$ cat src/rtl/dmem_access_unit.sv
// dmem_access_unit
// ----------------------------------------------------------------------------
// Memory-stage access controller. Converts single-cycle MEM-stage load/store
// intents into held request/ready transactions toward a variable-latency data
// memory, freezes the pipeline via StallM while an access is outstanding, and
// aborts (sticky MemErr) when memory does not answer within TIMEOUT cycles.
//
// Optional feature macro: STORE_BUFFER_EN
//   defined   -> one-entry posted store buffer; a store issued from IDLE does
//                not stall, and drains in the background.
//   undefined -> every load and store blocks until completion.
//
// Parameters
//   TIMEOUT     max REQ cycles without MemReady before abort (1..65535)
//
// Ports
//   clk, reset           single clock, synchronous active-high reset
//   MemReadM/MemWriteM   load/store intent in MEM stage
//   ALUResultM           byte address (bits [1:0] ignored)
//   WriteDataM           store data
//   ReadDataM            registered load result
//   StallM               combinational pipeline freeze request
//   MemReq/MemWe         registered request and direction (1 = write)
//   MemAddr/MemWData     word address / write data, held while MemReq
//   MemRData/MemReady    memory read data and completion
//   MemErr               sticky timeout flag, cleared only by reset
//
// state  | meaning
// -------+-----------------------------------------------------------------
// IDLE   | waiting for a load/store; captures address, data and direction
// REQ    | MemReq held high until MemReady or timeout
// DONE   | access finished; pipeline released, inputs not re-sampled
// ----------------------------------------------------------------------------
module dmem_access_unit #(
    parameter int unsigned TIMEOUT = 255
) (
    input  logic        clk,
    input  logic        reset,
    input  logic        MemReadM,
    input  logic        MemWriteM,
    input  logic [31:0] ALUResultM,
    input  logic [31:0] WriteDataM,
    output logic [31:0] ReadDataM,
    output logic        StallM,
    output logic        MemReq,
    output logic        MemWe,
    output logic [31:0] MemAddr,
    output logic [31:0] MemWData,
    input  logic [31:0] MemRData,
    input  logic        MemReady,
    output logic        MemErr
);

    typedef enum logic [1:0] {
        ST_IDLE = 2'd0,
        ST_REQ  = 2'd1,
        ST_DONE = 2'd2
    } state_t;

    // Abort fires in the REQ cycle whose counter already holds TIMEOUT-1
    // without MemReady, so MemReq stays high for exactly TIMEOUT cycles.
    localparam logic [15:0] WAIT_LAST = 16'(TIMEOUT - 1);
    localparam logic [31:0] RDATA_ERR = 32'hDEAD_BEEF;

    state_t      state_q,     state_d;
    logic        mem_req_q,   mem_req_d;
    logic        mem_we_q,    mem_we_d;
    logic [31:0] mem_addr_q,  mem_addr_d;
    logic [31:0] mem_wdata_q, mem_wdata_d;
    logic [31:0] rdata_q,     rdata_d;
    logic        mem_err_q,   mem_err_d;
    logic [15:0] wait_cnt_q,  wait_cnt_d;
    // Set while the current transaction is a posted store drain.
    logic        posted_q,    posted_d;

    logic        access;
    logic        stall;

    assign access = MemReadM | MemWriteM;

    always_comb begin
        state_d     = state_q;
        mem_req_d   = mem_req_q;
        mem_we_d    = mem_we_q;
        mem_addr_d  = mem_addr_q;
        mem_wdata_d = mem_wdata_q;
        rdata_d     = rdata_q;
        mem_err_d   = mem_err_q;
        wait_cnt_d  = wait_cnt_q;
        posted_d    = posted_q;
        stall       = 1'b0;

        case (state_q)
            ST_IDLE: begin
                if (access) begin
                    // Read+write together resolves to a write.
                    mem_we_d    = MemWriteM;
                    mem_addr_d  = ALUResultM & 32'hFFFF_FFFC;
                    mem_wdata_d = WriteDataM;
                    mem_req_d   = 1'b1;
                    wait_cnt_d  = 16'd0;
                    state_d     = ST_REQ;
`ifdef STORE_BUFFER_EN
                    posted_d    = MemWriteM;
                    stall       = ~MemWriteM;
`else
                    posted_d    = 1'b0;
                    stall       = 1'b1;
`endif
                end
            end

            ST_REQ: begin
                // A posted drain only holds back a new access waiting behind it.
                stall = posted_q ? access : 1'b1;
                if (MemReady) begin
                    if (!mem_we_q) begin
                        rdata_d = MemRData;
                    end
                    mem_req_d = 1'b0;
                    state_d   = ST_DONE;
                end else if (wait_cnt_q == WAIT_LAST) begin
                    if (!mem_we_q) begin
                        rdata_d = RDATA_ERR;
                    end
                    mem_req_d = 1'b0;
                    mem_err_d = 1'b1;
                    state_d   = ST_DONE;
                end else begin
                    wait_cnt_d = wait_cnt_q + 16'd1;
                end
            end

            ST_DONE: begin
                // After a drain, the access that was waiting is still in MEM and
                // must stay frozen until IDLE picks it up next cycle.
                stall    = posted_q & access;
                posted_d = 1'b0;
                state_d  = ST_IDLE;
            end

            default: begin
                state_d   = ST_IDLE;
                mem_req_d = 1'b0;
                posted_d  = 1'b0;
            end
        endcase
    end

    always_ff @(posedge clk) begin
        if (reset) begin
            state_q     <= ST_IDLE;
            mem_req_q   <= 1'b0;
            mem_we_q    <= 1'b0;
            mem_addr_q  <= 32'd0;
            mem_wdata_q <= 32'd0;
            rdata_q     <= 32'd0;
            mem_err_q   <= 1'b0;
            wait_cnt_q  <= 16'd0;
            posted_q    <= 1'b0;
        end else begin
            state_q     <= state_d;
            mem_req_q   <= mem_req_d;
            mem_we_q    <= mem_we_d;
            mem_addr_q  <= mem_addr_d;
            mem_wdata_q <= mem_wdata_d;
            rdata_q     <= rdata_d;
            mem_err_q   <= mem_err_d;
            wait_cnt_q  <= wait_cnt_d;
            posted_q    <= posted_d;
        end
    end

    assign StallM    = stall;
    assign MemReq    = mem_req_q;
    assign MemWe     = mem_we_q;
    assign MemAddr   = mem_addr_q;
    assign MemWData  = mem_wdata_q;
    assign ReadDataM = rdata_q;
    assign MemErr    = mem_err_q;

endmodule

$ cat config.mk
export PLATFORM = sky130hd
export DESIGN_NAME = dmem_access_unit
export DESIGN_NICKNAME = d
export VERILOG_FILES = /design/src/rtl/dmem_access_unit.sv
export SDC_FILE = /design/constraint.sdc
export NUM_CORES = 1
export LEC_CHECK = 0
export CAP_MARGIN = 10
export CORE_MARGIN = 2
export CORE_UTILIZATION = 45
export CTS_BUF_LIST = sky130_fd_sc_hd__clkbuf_2 sky130_fd_sc_hd__clkbuf_4 sky130_fd_sc_hd__clkbuf_8
export DETAILED_ROUTE_END_ITERATION = 10
export GPL_TIMING_DRIVEN = 0
export PLACE_DENSITY = 0.91
export SLEW_MARGIN = 15
export SYNTH_ARGS = -nofsm -noshare
export SYNTH_HDL_FRONTEND = slang
export SYNTH_SLANG_ARGS = --single-unit
$ cat constraint.sdc
create_clock -name clk -period 5.3 [get_ports clk]
set_clock_uncertainty 0.2 [all_clocks]
set_input_delay 0.795 -clock clk [delete_from_list [all_inputs] [get_ports clk]]
set_output_delay 0.795 -clock clk [all_outputs]
set_load 0.1 [all_outputs]
# Word-level counts from Yosys, hierarchy flattened
# Index checks and enable logic that the tools add are counted.
dict set report word_totals {
  inputBits 101
  wordCells 54
  regBits 116
}
dict set report classes {
  addsub 1
  n_mux 21
  eq_ne 7
  reduce_logical 10
  n_bitwise 6
}
# cell count
set ops {}
lappend ops {{2-to-1 mux 32 bit} 4}
lappend ops {{2-to-1 mux 16 bit} 3}
lappend ops {{case mux 16 bit (2 select lines)} 1}
lappend ops {{adder 16 x 1 -> 16 bit, second input constant} 1}
lappend ops {{== test 16 x 8 -> 1 bit, second input constant} 1}
lappend ops {{AND reduction 3 bit} 3}
lappend ops {{2-to-1 mux 1 bit} 6}
lappend ops {{2-to-1 mux 2 bit} 3}
lappend ops {{!= test 2 bit, second input constant} 3}
lappend ops {{case mux 1 bit (3 select lines)} 2}
lappend ops {{AND reduction 2 bit} 3}
lappend ops {{inverter 1 bit} 4}
lappend ops {{case mux 2 bit (2 select lines)} 1}
lappend ops {{AND reduction 4 bit} 1}
lappend ops {{nonzero test 2 bit} 2}
lappend ops {{!= test 3 bit, second input constant} 1}
lappend ops {{== test 2 x 1 -> 1 bit, second input constant} 1}
lappend ops {{== test 2 bit, second input constant} 1}
lappend ops {{logical NOT 2 bit} 1}
lappend ops {{case mux 1 bit (2 select lines)} 1}
lappend ops {{AND 1 bit} 1}
lappend ops {{OR 1 bit} 1}

# Logic depth before layout (Yosys ltp)
# Gate-level depths: netlist (run 1).
dict set report depth {
  ltp_word 4
  depth_mapped 8
}

# Worst setup path before layout (run 1)
# No wires, ideal clock.
dict set report synth_path {
  path_kind {input port to output port}
  startpoint {input port MemWriteM}
  endpoint {output port StallM}
  path_buffers 0
  path_slack_ps 2218
  t_arrival_ps 2087
  path_stages 2
  path_cell_list {nor3_1 -> nor2_1}
}
dict set report synth_via {
  elab_chain_cells 3
  elab_cells_between_ends 5
  cone_classes {mux: 3; bitwise: 2}
}
# element line
set synth_lines {}
lappend synth_lines {{start, declared} 40} ;# input logic MemWriteM,
lappend synth_lines {{OR 1 bit *} 79} ;# assign access = MemReadM | MemWriteM;
lappend synth_lines {{AND 1 bit (tied with other cells)} 137} ;# stall = posted_q & access;
lappend synth_lines {{case mux 1 bit (3 select lines) *} 93} ;# case (state_q)
lappend synth_lines {{end, declared} 44} ;# output logic StallM,
# Every way passes the cells marked *; elsewhere a longest branch is shown, timed or not.

# Final worst setup path (run 1)
# Ends and elaborated chain as after synthesis.

==> reports/qor.yml, run 1 <==
outcome:
  status: "completed"
cells_and_area:
  layout_common_cells: "196 x clkdlybuf4s50_1, 134 x nand2_1, 115 x dfxtp_1"
  n_antenna_cell: 0
  nets: 826
  area_growth_pct: 56.87
  fin_cells: 868
  nFillCells: 724
  layout_commonest_cell: "clkdlybuf4s50_1"
  drive_gt1_frac: 0.06395
synth:
  async_reset_ff_frac: 0
  synth_edf_count: 0
  synth_warnings: 0
  syn_avg_cell_area_sq_um: 8.766
  synth.ff_latch_count: 115
  synth-main-ff-cell: "dfxtp_1"
  synthCells: 507
  synth_cell_types: 48
  synth_area_sq_um: 4444
  ys_seq_area_frac: 0.5180
sta:
  rsz0062_at_grt: "false"
  hold_violations: 0
  maxSlewViolCount: 0
  worst_slew_pin_slew_ps: 998.3
  fin_crit_sh: 0.6873
  finalSetupViolations: 0
  max_freq_mhz: 274.5
  tns_ps: 0
  holdWs_ps: 254.1
  fin_ws_ps: 1657
  min_period_ps: 3643
  slew_headroom: 0.3324
min_path:
  hold_start: "MemWData[24]"
  hold_depth: 2
  hp-class: "reg -> reg"
  holdPathEnd: "MemWData[24]"
setup_path:
  critPathLaunchType: "input port"
  cp.required_ps: 4300
  critPathKind: "in -> out"
  worstPathArrival_ps: 2650
  regToRegSetupSlack_ps: 3040
  r2r_cells: 6
  r2r_end: "MemWData[11]"
  reg2reg_from: "state_q[1]"
  cp_slowest_cell: "clkdlybuf4s50_1"
  crit_chain: "clkdlybuf4s50_1 -> nor3_1 -> nor2_1 -> clkdlybuf4s50_1"
  path_common_cell: "clkdlybuf4s50_1"
  slowest_delay_ps: 1150
  path_max_fanout: 4
  end_kind: "output pin"
global_route:
  grt_pass1_wl_mm: 20.91
  grt_use_total: 0.2481
  antenna_found_initial: 0
  first_global_vias: 4498
  grt_max_degree: 17
  grt.overflow.total: 0
power_and_ir_drop:
  p_leak_nw: 2.511
  irDropWorstVdd_mv: 0.1924
  swShare: 0.3717
  power_frac_clock: 0.320
  power.density_nw_per_um2: 362.9
  pwr-share-comb: 0.303
  seq_power_share: 0.377
  internal_power_w: 0.001589
  power.switching_w: 0.0009402
floorplanning:
  die-width_um: 103.4
  coreArea_sq_um: 9684
  die-area_sq_um: 10690
  rows: 36
  io_pins: 201
  start_util: 0.4589
  die_h_um: 103.4
clock_tree:
  cts_max_level: 4
  clk_pin_slew_ps: 70
  cts_resized: 0
  cts_tree: "yes"
  hold_buffers: 0
  root_buffer: "clkbuf_8"
  clock_latency_ps: 410
  numCtsBuffers: 17
  cts.path.max_buffers: 2
  post-cts-setup-buffers: 0
  cts.sinks: 115
run:
  maxCapViolCount: 0
place:
  place_hpwl_mm: 9.953
  dp_cells: 837
  gp_congestion: 0.9432
  io_buffers: 196
  post-place-ws_ps: 1655
drt:
  drc: 0
  drtIter0Drc: 406
  first_pass_iters: 7
  wl_mm: 13.60
  vias: 4670
  antenna_left: 0
  post_drt_wl_per_cell_um: 15.67
  via_per_inst: 5.380
==> worst max path at each step <==
stage / startpoint / to / slack (ps) / depth (start not counted)
detailed placement: MemWriteM / StallM / 1650 / 4
floorplan: MemWriteM / StallM / 2220 / 2
finish: MemWriteM / StallM / 1660 / 4
global route: MemWriteM / StallM / 1610 / 4
global placement: MemWriteM / StallM / 1680 / 4
CTS: MemWriteM / StallM / 1660 / 4
==> routing by layer <==
layer	part of all wire	up-vias	GRT usage
met2	0.49	226	0.4263
li1	-	2239	-
met3	0.081	37	0.06922
met4	0.022	0	0.09818
met1	0.40	2168	0.2930
met5	0	-	0
==> power groups by stage <==
| stage | sequential [W] | combinational [W] | clock (W) |
|---|---|---|---|
| after floorplan | 0.00137 | 0.000142 | 0 |
| after global placement | 0.000968 | 0.000755 | 0 |
| after detailed placement | 0.000972 | 0.000767 | 0 |
| after CTS | 0.000953 | 0.000769 | 0.000821 |
| after global routing | 0.000959 | 0.000801 | 0.000861 |
| final | 0.000953 | 0.000768 | 0.000809 |
==> cell usage after synthesis (2+ instances only) <==
library cell,count,area share
nand2_1,134,0.11
dfxtp_1,115,0.52
a21oi_1,70,0.079
clkbuf_1,26,0.022
o221a_1,24,0.061
nor2_1,12,0.010
nand4_1,10,0.014
nor2b_1,10,0.014
nand3_1,9,0.010
a31oi_1,8,0.011
a32o_1,8,0.018
o211ai_1,7,0.012
buf_1,6,0.0051
nor3_1,6,0.0068
buf_4,5,0.0084
inv_1,4,0.0034
buf_6,3,0.0076
nand2b_1,3,0.0042
o21ai_1,3,0.0034
o311ai_1,3,0.0059
or3_1,3,0.0042
or4_1,3,0.0051
a211o_1,2,0.0039
and3_1,2,0.0028
and4_1,2,0.0039
and4_4,2,0.0051
ha_1,2,0.0056
nor4_1,2,0.0028
o21a_1,2,0.0034
o221ai_1,2,0.0039
o31ai_1,2,0.0034
==> state kept, by name, indices dropped and copies added, names as in the netlist <==
register    count
MemAddr        30
MemErr          1
MemReq          1
MemWData       32
MemWe           1
ReadDataM      32
state_q         2
wait_cnt_q     16
==> final cells by class <==
class / count / area (sq um) / area share
clock inverters: 9 / 105.1 / 0.01508
multi-input cells: 347 / 1931 / 0.2769
inverters: 5 / 18.77 / 0.002692
clock buffers: 22 / 290.3 / 0.04164
well taps: 133 / 166.4 / 0.02387
plain buffers: 41 / 196.4 / 0.02818
flip-flops and latches: 115 / 2302 / 0.3302
repair buffers: 196 / 1962 / 0.2814
==> critical path, delay by kind of cell <==
| kind | cells | cell delay, ps |
|---|---|---|
| and+or+nand+nor | 2 | 170 |
| buffers and inverters | 2 | 1680 |
==> stage by stage <==
stage / util / area [sq um] / total power (W)
2_1_floorplan: - / 4448 / 0.001508
3_3_place_gp: 0.6791 / 6576 / 0.001723
3_5_place_dp: 0.6791 / 6576 / 0.001738
4_1_cts: 0.7199 / 6972 / 0.002543
5_1_grt: 0.7199 / 6972 / 0.002621
6_report: 0.7199 / 6972 / 0.002530
==> cell families (layout without fill, tap and decap cells) <==
kind of cell               after synthesis  after routing  synth area share
AOI/OAI and AO/OA                      139            139            0.2190
adders and majority gates                2              2          0.005630
buffers and inverters                   46            273           0.04842
DFF                                    115            115            0.5180
other                                    1              2         0.0008438
and+or+nand+nor                        204            204            0.2081
Note: power is estimated with default switching activity, not from simulation.
==> run 2, diff against run 1 <==
--- a/config.mk
+++ b/config.mk
@@ -7,11 +7,11 @@
 export LEC_CHECK = 0
 export CAP_MARGIN = 10
 export CORE_MARGIN = 2
-export CORE_UTILIZATION = 45
+export CORE_UTILIZATION = 43
 export CTS_BUF_LIST = sky130_fd_sc_hd__clkbuf_2 sky130_fd_sc_hd__clkbuf_4 sky130_fd_sc_hd__clkbuf_8
 export DETAILED_ROUTE_END_ITERATION = 10
 export GPL_TIMING_DRIVEN = 0
-export PLACE_DENSITY = 0.91
+export PLACE_DENSITY = 0.87
 export SLEW_MARGIN = 15
 export SYNTH_ARGS = -nofsm -noshare
 export SYNTH_HDL_FRONTEND = slang
==> constraint.sdc (replaced) <==
create_clock -name clk -period 3.61 [get_ports clk]
set_clock_uncertainty 0.2 [all_clocks]
set_input_delay 0.5415 -clock clk [delete_from_list [all_inputs] [get_ports clk]]
set_output_delay 0.5415 -clock clk [all_outputs]
set_load 0.1 [all_outputs]
==> reports/qor.yml, run 2 (same netlist as run 1, synthesis figures left out) <==
sta:
  tns_ps: 0  # unchanged
  rsz0062_at_grt: "false"
  hold_violations: 0  # unchanged
  fin_ws_ps: 475.7  # -1181 ps
  min_period_ps: 3134
  finalSetupViolations: 0  # unchanged
  slew_headroom: 0.3281  # -0.004314
  worst_slew_pin_slew_ps: 1005  # +6.452 ps
  maxSlewViolCount: 0  # unchanged
  max_freq_mhz: 319.1
  fin_crit_sh: 0.8682
setup_path:
  path_max_fanout: 4  # unchanged
  worstPathArrival_ps: 2390  # -260 ps
  critPathLaunchType: "input port"
  cp.required_ps: 2870  # -1430 ps
  slowest_delay_ps: 1150  # about the same
  cp_slowest_cell: "clkdlybuf4s50_1"
  critPathKind: "in -> out"
  path_common_cell: "clkdlybuf4s50_1"
  reg2reg_from: "state_q[1]"
  r2r_cells: 6  # unchanged
  regToRegSetupSlack_ps: 1230  # -1810 ps
  end_kind: "output pin"
  crit_start: "MemWriteM"
  r2r_end: "MemAddr[2]"
  crit_chain: "clkdlybuf4s50_1 -> nor3_1 -> nor2_1 -> clkdlybuf4s50_1"
cells_and_area:
  layout_commonest_cell: "clkdlybuf4s50_1"
  n_antenna_cell: 0  # unchanged
  fin_cells: 872  # +0.46%
  nets: 826  # unchanged
  area_growth_pct: 55.80
  drive_gt1_frac: 0.06522  # +0.001272
  layout_common_cells: "196 x clkdlybuf4s50_1, 134 x nand2_1, 115 x dfxtp_1"
power_and_ir_drop:
  power.density_nw_per_um2: 513.0  # +41%
  p_leak_nw: 2.492  # -0.76%
  irDropWorstVdd_mv: 0.2841  # +48%
clock_tree:
  cts.path.max_buffers: 2  # unchanged
  cts_resized: 0  # unchanged
  cts_max_level: 4  # unchanged
  numCtsBuffers: 17  # unchanged
  post-cts-setup-buffers: 0  # unchanged
  clk_pin_slew_ps: 60  # about the same
  hold_buffers: 0  # unchanged
  cts_tree: "yes"
  clock_latency_ps: 420  # about the same
  cts.sinks: 115  # unchanged
  root_buffer: "clkbuf_8"
place:
  gp_congestion: 0.9164  # -2.8%
  place_hpwl_mm: 9.919  # -0.34%
  post-place-ws_ps: 479.3  # -1176 ps
  dp_cells: 840  # +0.36%
  io_buffers: 196  # unchanged
global_route:
  grt_max_degree: 17  # unchanged
  grt_pass1_wl_mm: 21.70  # +3.8%
  antenna_found_initial: 0  # unchanged
  first_global_vias: 4575  # +1.7%
  grt.overflow.total: 0  # unchanged
  grt_use_total: 0.2407  # -0.007453
drt:
  first_pass_iters: 5  # -2
  via_per_inst: 5.308  # -1.3%
  drc: 0  # unchanged
  vias: 4629  # -0.88%
  wl_mm: 13.44  # -1.1%
  post_drt_wl_per_cell_um: 15.42  # -1.6%
  drtIter0Drc: 390  # -3.9%
  antenna_left: 0  # unchanged
floorplanning:
  rows: 37  # +2.8%
  die-width_um: 105.7  # +2.2%
  die_h_um: 105.7  # +2.2%
  start_util: 0.4364  # -0.02255
  coreArea_sq_um: 10180  # +5.2%
  io_pins: 201  # unchanged
  die-area_sq_um: 11170  # +4.5%
min_path:
  hp-class: "reg -> reg"
  hold_depth: 2  # unchanged
  holdPathEnd: "MemAddr[20]"
  hold_start: "MemAddr[20]"
run:
  maxCapViolCount: 0  # unchanged
outcome:
  status: "completed"
-- run 2: cell types whose count changed in the layout (fill, tap and decap cells not counted) --
cell       change
bufinv_16      -2
clkbuf_4       +1
clkbuf_8       -1
clkinv_2       +3
-- run 2: layer usage --
metal  global-route usage  routed length [um]
met5                    0                   0
met4              0.09962                 293
met3              0.06926                 938
met2               0.4115                6733
met1               0.2822                5478
-- run 2: final cells by class --
class / instances / area (sq um)
Multi-Input combinational cell: 347 / 1931
Clock buffer: 22 / 284.0
Sequential cell: 115 / 2302
Fill cell: 853 / 3261
Timing Repair Buffer: 196 / 1962
Clock inverter: 10 / 60.06
Inverter: 5 / 18.77
Buffer: 41 / 196.4
Tap cell: 136 / 170.2
-- run 2: worst max-delay path by stage --
stage | endpoint | depth (start not counted)
2_1_floorplan | StallM | 2
3_3_place_gp | StallM | 4
3_5_place_dp | StallM | 4
4_1_cts | StallM | 4
5_1_grt | StallM | 4
6_report | StallM | 4
-- run 2: through the flow --
step | hold slack, ps | utilization | total power (W) | cell area (sq um)
2_1_floorplan | 260.6 | - | 0.002213 | 4448
3_3_place_gp | 242.0 | 0.6461 | 0.002532 | 6580
3_5_place_dp | 247.0 | 0.6461 | 0.002554 | 6580
4_1_cts | 255.7 | 0.6799 | 0.003566 | 6924
5_1_grt | 272.3 | 0.6799 | 0.003692 | 6924
6_report | 252.7 | 0.6799 | 0.003552 | 6924
-- run 2: worst max-delay path, delay by kind of cell --
| family | cells | cell delay, ps |
|---|---|---|
| buf+inv | 2 | 1680 |
| simple gates | 2 | 160 |
-- run 2: report_power, final --
group          leakage, nW  switching (W)  internal, W
Clock                0.174       0.000501     0.000524
Combinational         1.37       0.000822     0.000304
Sequential           0.942      0.0000473      0.00135
Total                 2.49        0.00137      0.00218
==> run 3, diff against run 2 <==
--- a/config.mk
+++ b/config.mk
@@ -12,6 +12,7 @@
 export DETAILED_ROUTE_END_ITERATION = 10
 export GPL_TIMING_DRIVEN = 0
 export PLACE_DENSITY = 0.87
+export RECOVER_POWER = 50
 export SLEW_MARGIN = 15
 export SYNTH_ARGS = -nofsm -noshare
 export SYNTH_HDL_FRONTEND = slang
==> reports/qor.yml, run 3 (same netlist as run 1, synthesis figures left out) <==
floorplanning:
  io_pins: 201  # unchanged
  start_util: 0.4364  # unchanged
  die-width_um: 105.7  # unchanged
  die-area_sq_um: 11170  # unchanged
  die_h_um: 105.7  # unchanged
  rows: 37  # unchanged
  coreArea_sq_um: 10180  # unchanged
drt:
  wl_mm: 13.52  # +0.57%
  antenna_left: 0  # unchanged
  first_pass_iters: 5  # unchanged
  vias: 4637  # +0.17%
  via_per_inst: 5.318  # +0.17%
  drtIter0Drc: 389  # -0.26%
  post_drt_wl_per_cell_um: 15.50  # +0.57%
  drc: 0  # unchanged
setup_path:
  worstPathArrival_ps: 3330  # +940 ps
  critPathLaunchType: "input port"
  r2r_cells: 8  # +2
  cp.required_ps: 3740  # +870 ps
  crit_start: "MemWriteM"
  reg2reg_from: "wait_cnt_q[0]"
  critPathCapture: "wait_cnt_q[6]"
  regToRegSetupSlack_ps: 920  # -310 ps
  critPathKind: "in -> reg"
  end_kind: "flop"
  r2r_end: "ReadDataM[27]"
  path_max_fanout: 10  # +6
clock_tree:
  numCtsBuffers: 17  # unchanged
  cts_max_level: 4  # unchanged
  clock_latency_ps: 420  # about the same
  cts.sinks: 115  # unchanged
  clk_pin_slew_ps: 70  # about the same
  cts_resized: 0  # unchanged
  hold_buffers: 0  # unchanged
  post-cts-setup-buffers: 0  # unchanged
  cts_tree: "yes"
  root_buffer: "clkbuf_8"
  cts.path.max_buffers: 2  # unchanged
cells_and_area:
  n_antenna_cell: 0  # unchanged
  drive_gt1_frac: 0.05571  # -0.009511
  utilization: 0.6773  # -0.002580
  layout_common_cells: "194 x clkdlybuf4s50_1, 134 x nand2_1, 115 x dfxtp_1"
  nets: 826  # unchanged
  layout_commonest_cell: "clkdlybuf4s50_1"
  area_growth_pct: 55.21
sta:
  max_freq_mhz: 312.5  # -2.0%
  slew_headroom: -0.04043  # -0.3685
  hold_violations: 0  # unchanged
  min_period_ps: 3200  # +65.46 ps
  rsz0062_at_grt: "false"
  finalSetupViolations: 0  # unchanged
  maxSlewViolCount: 11  # +11
  tns_ps: 0  # unchanged
  fin_crit_sh: 0.8864  # +0.01813
  worst_slew_pin_slew_ps: 1544  # +539.6 ps
power_and_ir_drop:
  pwr-share-comb: 0.316  # about the same
  power_frac_clock: 0.289  # about the same
  power.density_nw_per_um2: 514.6  # +0.30%
  seq_power_share: 0.395  # about the same
  power.switching_w: 0.001370  # about the same
  p_leak_nw: 2.468  # -0.93%
  swShare: 0.3859  # about the same
  internal_power_w: 0.002180  # about the same
  irDropWorstVdd_mv: 0.2840  # about the same
min_path:
  hold_start: "MemAddr[20]"
  hp-class: "reg -> reg"
run:
  maxCapViolCount: 1  # +1
outcome:
  violations: "capacitance limit, slew limit"
  status: "finished, violations left"
global_route:
  grt.overflow.total: 0  # unchanged
  grt_max_degree: 17  # unchanged
  grt_pass1_wl_mm: 21.70  # unchanged
  first_global_vias: 4575  # unchanged
  antenna_found_initial: 0  # unchanged
  grt_use_total: 0.2407  # unchanged
place:
  io_buffers: 196  # unchanged
  gp_congestion: 0.9164  # unchanged
  place_hpwl_mm: 9.919  # unchanged
run 3: changes by cell type in the layout (fill, tap and decap cells not counted), moves of 2 or more:
| cell | previous run | this run |
|---|---|---|
| o21ai_0 | 1 | 4 |
| buf_4 | 5 | 2 |
| dlygate4sd3_1 | 0 | 2 |
| clkbuf_1 | 26 | 32 |
| o21ai_1 | 3 | 1 |
| clkdlybuf4s50_1 | 196 | 194 |
run 3: metrics by stage:
| step | worst slack, ps | power [W] | instance area (sq um) | std cells | hold slack (ps) |
|---|---|---|---|---|---|
| 2_1_floorplan | 1035 | 0.002213 | 4448 | 508 | 260.6 |
| 3_3_place_gp | 504.8 | 0.002532 | 6580 | 840 | 242.0 |
| 3_5_place_dp | 479.3 | 0.002554 | 6580 | 840 | 247.0 |
| 4_1_cts | 479.7 | 0.003566 | 6924 | 872 | 255.7 |
| 5_1_grt | 288.3 | 0.003689 | 6898 | 872 | 272.3 |
| 6_report | 410.2 | 0.003549 | 6898 | 872 | 252.6 |
run 3: area by class of cell:
type,count,area (sq um)
inverter,5,18.77
buffer,41,176.4
fill,864,3287
sequential,115,2302
timing repair buffer,196,1962
tap,136,170.2
multi-input combinational,347,1924
clock buffer,22,284.0
clock inverter,10,60.06
run 3: worst max-delay path, cell delays in order:
cell	delay, ps
clkdlybuf4s50_1	460
o21ai_0	1210
o21ai_0	680
a311oi_1	430
run 3: how the worst min path moves through the flow:
stage | endpoint | slack (ps) | cells after the start
2_1_floorplan | wait_cnt_q[14] | 260 | 1
3_3_place_gp | MemWData[26] | 240 | 2
3_5_place_dp | MemAddr[20] | 250 | 2
4_1_cts | MemAddr[20] | 260 | 2
5_1_grt | MemWData[4] | 270 | 2
6_report | MemAddr[20] | 250 | 2
run 3: per-layer routing:
metal | GRT usage | wire length [um] | vias to the layer above
met5 | 0 | 0 | -
met4 | 0.09962 | 285 | 0
met3 | 0.06926 | 983 | 27
met2 | 0.4115 | 6775 | 209
met1 | 0.2822 | 5476 | 2169
li1 | - | - | 2232
run 3: power by group through the flow:
stage	clock network, W	logic, W	registers (W)
2_1_floorplan	0	0.000209	0.00200
3_3_place_gp	0	0.00111	0.00142
3_5_place_dp	0	0.00113	0.00143
4_1_cts	0.00104	0.00113	0.00140
5_1_grt	0.00111	0.00117	0.00141
6_report	0.00103	0.00112	0.00140
